<file path="config.mk">
export PLATFORM = sky130hd
export DESIGN_NAME = debug_latch_serializer
export DESIGN_NICKNAME = d
export VERILOG_FILES = /design/src/rtl/debug_latch_serializer.sv
export SDC_FILE = /design/constraint.sdc
export NUM_CORES = 1
export LEC_CHECK = 0
export ABC_AREA = 1
export BUFFER_PORTS_ARGS = -buffer_cell sky130_fd_sc_hd__buf_2
export CAP_MARGIN = 20
export CORE_AREA = 2 2 363 365
export CTS_CLUSTER_DIAMETER = 100
export DETAILED_ROUTE_END_ITERATION = 10
export DIE_AREA = 0 0 365 367
export PLACE_DENSITY_LB_ADDON = 0.25
export SETUP_SLACK_MARGIN = 0.5
export SYNTH_ARGS = -nofsm -noshare
export SYNTH_HDL_FRONTEND = slang
export SYNTH_SLANG_ARGS = --single-unit
</file>
<file path="constraint.sdc">
create_clock -name i_clock -period 4.3 [get_ports i_clock]
set_input_delay 1.075 -clock i_clock [delete_from_list [all_inputs] [get_ports i_clock]]
set_output_delay 1.075 -clock i_clock [all_outputs]
set_load 0.02 [all_outputs]
</file>
<file path="src/rtl/debug_latch_serializer.sv">
// debug_latch_serializer
//   Takes the one-cycle request-select pulse from the debug interface, decodes
//   it and streams the selected MIPS state back as 32-bit frames (MSB word
//   first) on consecutive cycles, followed by a single end-of-data pulse.
//
// Ports
//   i_clock, i_reset          clock, asynchronous active-low reset
//   i_request_select          request code (all-ones = no request)
//   o_reg_addr                register-file debug read address (= select[4:0])
//   i_reg_data                register-file read data (valid 1 cycle after addr)
//   i_mem_data, i_instr_data  memory read data (valid 1 cycle after request)
//   i_pc                      current PC
//   i_latch_*_data/_ctrl      96-bit pipeline latch strips
//   o_frame_to_interface      streamed word (zero when not sending)
//   o_eod                     end-of-data pulse, one cycle
//   o_busy                    high whenever the FSM is not idle
//   o_state                   FSM state, for observation only
//
// Handshake: there is no valid/ready pair here. A request is a one-cycle
// pulse that is accepted only when the FSM is idle; while busy every code is
// dropped (no queueing, no backpressure). The consumer takes each frame in
// the cycle it is presented and treats o_eod as the end of the transfer.
module debug_latch_serializer #(
    parameter int NB_DATA     = 32,
    parameter int NB_LATCH    = 96,
    parameter int NB_SELECT   = 6,
    parameter int NB_REG_ADDR = 5
) (
    input  logic                   i_clock,
    input  logic                   i_reset,
    input  logic [NB_SELECT-1:0]   i_request_select,
    output logic [NB_REG_ADDR-1:0] o_reg_addr,
    input  logic [NB_DATA-1:0]     i_reg_data,
    input  logic [NB_DATA-1:0]     i_mem_data,
    input  logic [NB_DATA-1:0]     i_instr_data,
    input  logic [NB_DATA-1:0]     i_pc,
    input  logic [NB_LATCH-1:0]    i_latch_fetch_data,
    input  logic [NB_LATCH-1:0]    i_latch_fetch_ctrl,
    input  logic [NB_LATCH-1:0]    i_latch_deco_data,
    input  logic [NB_LATCH-1:0]    i_latch_deco_ctrl,
    input  logic [NB_LATCH-1:0]    i_latch_exec_data,
    input  logic [NB_LATCH-1:0]    i_latch_exec_ctrl,
    input  logic [NB_LATCH-1:0]    i_latch_mem_data,
    input  logic [NB_LATCH-1:0]    i_latch_mem_ctrl,
    output logic [NB_DATA-1:0]     o_frame_to_interface,
    output logic                   o_eod,
    output logic                   o_busy,
    output logic [1:0]             o_state
);

    typedef enum logic [1:0] {
        ST_IDLE = 2'd0,
        ST_SEND = 2'd1,
        ST_EOD  = 2'd2
    } state_t;

    typedef enum logic [2:0] {
        SRC_REG   = 3'd0,
        SRC_DMEM  = 3'd1,
        SRC_IMEM  = 3'd2,
        SRC_PC    = 3'd3,
        SRC_LATCH = 3'd4
    } src_t;

    state_t               state, state_next;
    src_t                 src, req_src;
    logic [1:0]           cnt;
    logic [1:0]           cnt_last;
    logic [NB_LATCH-1:0]  snapshot;
    logic [NB_LATCH-1:0]  req_strip;
    logic                 req_valid;
    logic                 req_none;
    logic [NB_DATA-1:0]   snap_word;

    assign o_reg_addr = i_request_select[NB_REG_ADDR-1:0];
    assign o_busy     = (state != ST_IDLE);
    assign o_state    = state;

    // Request decode. req_strip is only meaningful when req_src is SRC_LATCH.
    always_comb begin
        req_valid = 1'b0;
        req_src   = SRC_REG;
        req_strip = '0;
        req_none  = &i_request_select;
        if (!i_request_select[NB_SELECT-1]) begin
            req_valid = 1'b1;
            req_src   = SRC_REG;
        end else begin
            case (i_request_select[4:0])
                5'b00000: begin req_valid = 1'b1; req_src = SRC_DMEM; end
                5'b00001: begin req_valid = 1'b1; req_src = SRC_IMEM; end
                5'b00010: begin req_valid = 1'b1; req_src = SRC_PC;   end
                5'b00100: begin req_valid = 1'b1; req_src = SRC_LATCH; req_strip = i_latch_fetch_data; end
                5'b00101: begin req_valid = 1'b1; req_src = SRC_LATCH; req_strip = i_latch_fetch_ctrl; end
                5'b00110: begin req_valid = 1'b1; req_src = SRC_LATCH; req_strip = i_latch_deco_data;  end
                5'b00111: begin req_valid = 1'b1; req_src = SRC_LATCH; req_strip = i_latch_deco_ctrl;  end
                5'b01000: begin req_valid = 1'b1; req_src = SRC_LATCH; req_strip = i_latch_exec_data;  end
                5'b01001: begin req_valid = 1'b1; req_src = SRC_LATCH; req_strip = i_latch_exec_ctrl;  end
                5'b01010: begin req_valid = 1'b1; req_src = SRC_LATCH; req_strip = i_latch_mem_data;   end
                5'b01011: begin req_valid = 1'b1; req_src = SRC_LATCH; req_strip = i_latch_mem_ctrl;   end
                default:  begin req_valid = 1'b0; end
            endcase
        end
    end

    // Latch strips are three words; every other source is one word.
    assign cnt_last = (src == SRC_LATCH) ? 2'd2 : 2'd0;

    // The PC is stored in the top word so both snapshot sources share the
    // same MSB-first word selection.
    always_comb begin
        case (cnt)
            2'd0:    snap_word = snapshot[NB_LATCH-1 -: NB_DATA];
            2'd1:    snap_word = snapshot[NB_LATCH-1-NB_DATA -: NB_DATA];
            default: snap_word = snapshot[NB_LATCH-1-2*NB_DATA -: NB_DATA];
        endcase
    end

    always_ff @(posedge i_clock or negedge i_reset) begin
        if (!i_reset) begin
            state    <= ST_IDLE;
            src      <= SRC_REG;
            cnt      <= 2'd0;
            snapshot <= '0;
        end else begin
            state <= state_next;
            if (state == ST_IDLE && req_valid) begin
                src <= req_src;
                cnt <= 2'd0;
                if (req_src == SRC_LATCH) begin
                    snapshot <= req_strip;
                end else if (req_src == SRC_PC) begin
                    snapshot <= {i_pc, {(NB_LATCH-NB_DATA){1'b0}}};
                end
            end else if (state == ST_SEND) begin
                cnt <= cnt + 2'd1;
            end
        end
    end

    always_comb begin
        state_next           = state;
        o_frame_to_interface = '0;
        o_eod                = 1'b0;
        case (state)
            ST_IDLE: begin
                if (req_valid) begin
                    state_next = ST_SEND;
                end else if (!req_none) begin
                    // Unknown code: answer with an empty transfer.
                    state_next = ST_EOD;
                end
            end
            ST_SEND: begin
                case (src)
                    SRC_REG:  o_frame_to_interface = i_reg_data;
                    SRC_DMEM: o_frame_to_interface = i_mem_data;
                    SRC_IMEM: o_frame_to_interface = i_instr_data;
                    default:  o_frame_to_interface = snap_word;
                endcase
                if (cnt == cnt_last) begin
                    state_next = ST_EOD;
                end
            end
            ST_EOD: begin
                o_eod      = 1'b1;
                state_next = ST_IDLE;
            end
            default: begin
                state_next = ST_IDLE;
            end
        endcase
    end

endmodule

</file>
==> flow_metrics.py <==
metrics = {
    "global_routing": {
        "grt_max_degree": 129,
        "grt_usage_pct": 17.4,
        "grt_overflow_total": 0,
        "grt_pass1_wl_um": 160000,
        "grt_pass1_vias": 19300,
        "antenna_found_initial": 73,
    },
    "floorplan": {
        "initial_core_util_pct": 9.61,
        "dieArea_um2": 134000,
        "core_um2": 130000,
        "die_h_um": 367,
        "die_w_um": 365,
        "rows": 133,
        "boundaryPins": 945,
    },
    "synthesis": {
        "postSynthRegisterBits": 103,
        "avgSynthCellArea_um2": 5.44,
        "ys_seq_area_share_pct": 20.5,
        "netlist_area_um2": 12500,
        "synth_nets": 3210,
        "synthCells": 2304,
        "ys.warnings.count": 0,
        "synth_cell_type_count": 24,
    },
    "worst_setup_path": {
        "critPathKind": "flip-flop to output port",
        "worst_path_largest_cell_delay_ns": 0.44,
        "crit_end": "o_frame_to_interface[10]",
        "r2r_slack_ns": 2.37,
        "crit_chain": "inv_1, ha_4, nor2_4, buf_4, a211oi_2, buf_4, nor3_1, buf_2",
        "rr_endpoint": "snapshot[8]",
        "cp.depth": 8,
        "path_delay_family": "buffers and inverters",
        "cp-start-kind": "flip-flop",
        "end_kind": "output port",
        "worstPathArrival_ns": 2.54,
        "worstReg2RegStart": "o_state[0]",
        "cpMostUsedCell": "buf_4",
        "crit_slowest_cell": "a211oi_2",
        "rr_worst_depth": 6,
        "crit_fanout": 24,
        "worst-path-buf-inv": 4,
        "cp.required_ns": 3.22,
        "startpoint": "cnt[1]",
    },
    "power": {
        "power.share.combinational_pct": 47.0,
        "swShare_pct": 51.1,
        "p_seq_share_pct": 37.2,
        "switching_power_uw": 2810,
        "power.internal_uw": 2690,
        "clkPwrFrac_pct": 15.9,
        "p_leak_uw": 0.0107,
        "vdd_drop_max_uv": 182,
        "powerDensity_nw_per_um2": 279,
    },
    "clocking": {
        "cts_root_buffer": "clkbuf_16",
        "numCtsBuffers": 9,
        "clkTransAtPathRegs_ns": 0.08,
        "cts_hold_buf": 0,
        "post_cts_buffers": 0,
        "htree_num_levels": 3,
        "cts_tree": "done",
        "clock_latency_ns": 0.39,
        "clk_path_buf_depth": 2,
        "cts.sinks": 103,
    },
    "cells_and_area": {
        "syn2layout_area_growth_pct": 57.1,
        "drive_gt1_share_pct": 33.7,
        "nets": 4017,
        "fillers": 15700,
    },
    "place": {
        "dp_hpwl_um": 103000,
        "placement.io_buffers": 944,
        "place_congestion": 0.939,
    },
    "routing": {
        "dr_total_vias": 19600,
        "drt_iter0_drc": 1309,
        "dr.pass1.iters": 5,
        "postRouteAntennaNets": 0,
        "drc": 0,
        "routedWlPerCell_um": 24.9,
        "routed_via_density": 4.00,
        "wirelength_um": 122000,
    },
    "run_status": {
        "status": "finished clean",
    },
    "sta": {
        "relSlewSlack_pct": 36.9,
        "skew_ns": 0.00967,
        "setup_violations": 0,
        "finalHoldViolCount": 0,
        "slew_viol_final": 0,
        "final.setup.tns_ns": 0,
        "tightest_slew_ns": 0.947,
        "hold_ws_ns": 0.503,
        "grt_setup_unrepaired": "false",
        "min_period_ns": 3.61,
        "fmax_mhz": 277,
        "layout_worst_path_cycle_share_pct": 84.1,
    },
    "job": {
        "cap_violations": 0,
    },
    "hold_path": {
        "hp-class": "flip-flop to flip-flop",
        "min_delay_path_depth": 1,
    },
}
==> power by group through the flow <==
stage                     registers, µW  logic (µW)  clock network (µW)
after detailed placement           2130        2560                   0
after global placement             2160        2570                   0
after floorplan                    1480        1400                   0
final                              2040        2580                 871
after CTS                          2120        2580                 936
after global routing               2080        2830                 961
==> synthesized netlist by cell type <==
cell type	count	area (µm²)
inv_1	22	82.6
nor2_1	121	454
nand3_1	302	1510
nor3_1	33	165
nor2_4	1	11.3
o21ai_1	3	15.0
a21oi_1	71	355
dfrtp_1	103	2580
nor2_2	7	43.8
buf_1	27	101
nand3b_1	23	173
buf_2	59	295
a311oi_1	32	280
nand2_2	1	6.26
ha_1	2	25.0
a211oi_1	32	240
buf_4	6	45.0
a22o_1	32	280
nand4_1	204	1280
nand2_1	1092	4100
inv_2	3	11.3
nand3_2	1	10.0
o21ai_0	6	30.0
clkbuf_1	121	454
==> area by class of cell <==
class                           count  area [µm²]  area share, %
Multi-Input combinational cell   1963        9100           46.2
Timing Repair Buffer             1009        5410           27.4
Sequential cell                   103        2580           13.1
Tap cell                         1755        2200           11.1
Clock buffer                        9         225           1.14
Inverter                           25        93.8          0.476
Clock inverter                      7        62.6          0.318
Antenna cell                       15        37.5          0.191
==> logic make-up after synthesis <==
group | count (synthesis) | share of synthesized area, %
buffers and inverters | 238 | 7.89
DFF | 103 | 20.5
AOI/OAI and AO/OA | 176 | 9.58
adders and majority gates | 2 | 0.199
and+or+nand+nor | 1785 | 61.8
==> what timing repair did <==
item,4_1_cts,5_1_grt
resized for setup,2,2
setup endpoints to repair,2,2
gates cloned,0,0
==> worst min-delay path by stage <==
stage,end,start,slack [ns]
after CTS,snapshot[7],snapshot[7],0.51
after floorplan,snapshot[0],snapshot[0],0.45
after global routing,o_state[1],o_state[1],0.53
after global placement,o_state[1],o_state[1],0.50
after detailed placement,snapshot[7],snapshot[7],0.48
final,o_state[1],o_state[1],0.50
==> state kept, by name, indices dropped and copies added, names as in the netlist <==
signal,cells
cnt,2
snapshot,96
o_state,2
src,3
==> cell usage in the layout, fill, tap and decap left out, types with 30 or more instances in the layout <==
| master | count |
|---|---|
| a21oi_1 | 71 |
| buf_4 | 52 |
| nor2_1 | 113 |
| nand4_1 | 204 |
| a211oi_1 | 30 |
| nor3_1 | 33 |
| a22o_1 | 32 |
| nand3_1 | 302 |
| nand2_1 | 1092 |
| buf_2 | 941 |
| dfrtp_1 | 103 |
| a311oi_1 | 32 |
==> routing by layer <==
metal / global-route usage (%) / wire [µm]
met3: 3.27 / 7510
met5: 0 / 208
met2: 32.4 / 62800
met4: 3.14 / 2460
met1: 20.4 / 48700
==> stage by stage <==
step	total power [µW]	utilization, %	instance area [µm²]	worst slack, ns	cells
2_1_floorplan	2880	-	12500	1.34	2304
3_3_place_gp	4730	14.8	19300	0.867	4854
3_5_place_dp	4690	14.8	19300	0.762	4854
4_1_cts	5630	15.0	19600	0.534	4870
5_1_grt	5870	15.1	19700	0.549	4876
6_report	5490	15.1	19700	0.685	4886
(Power assumes the default switching activity.)
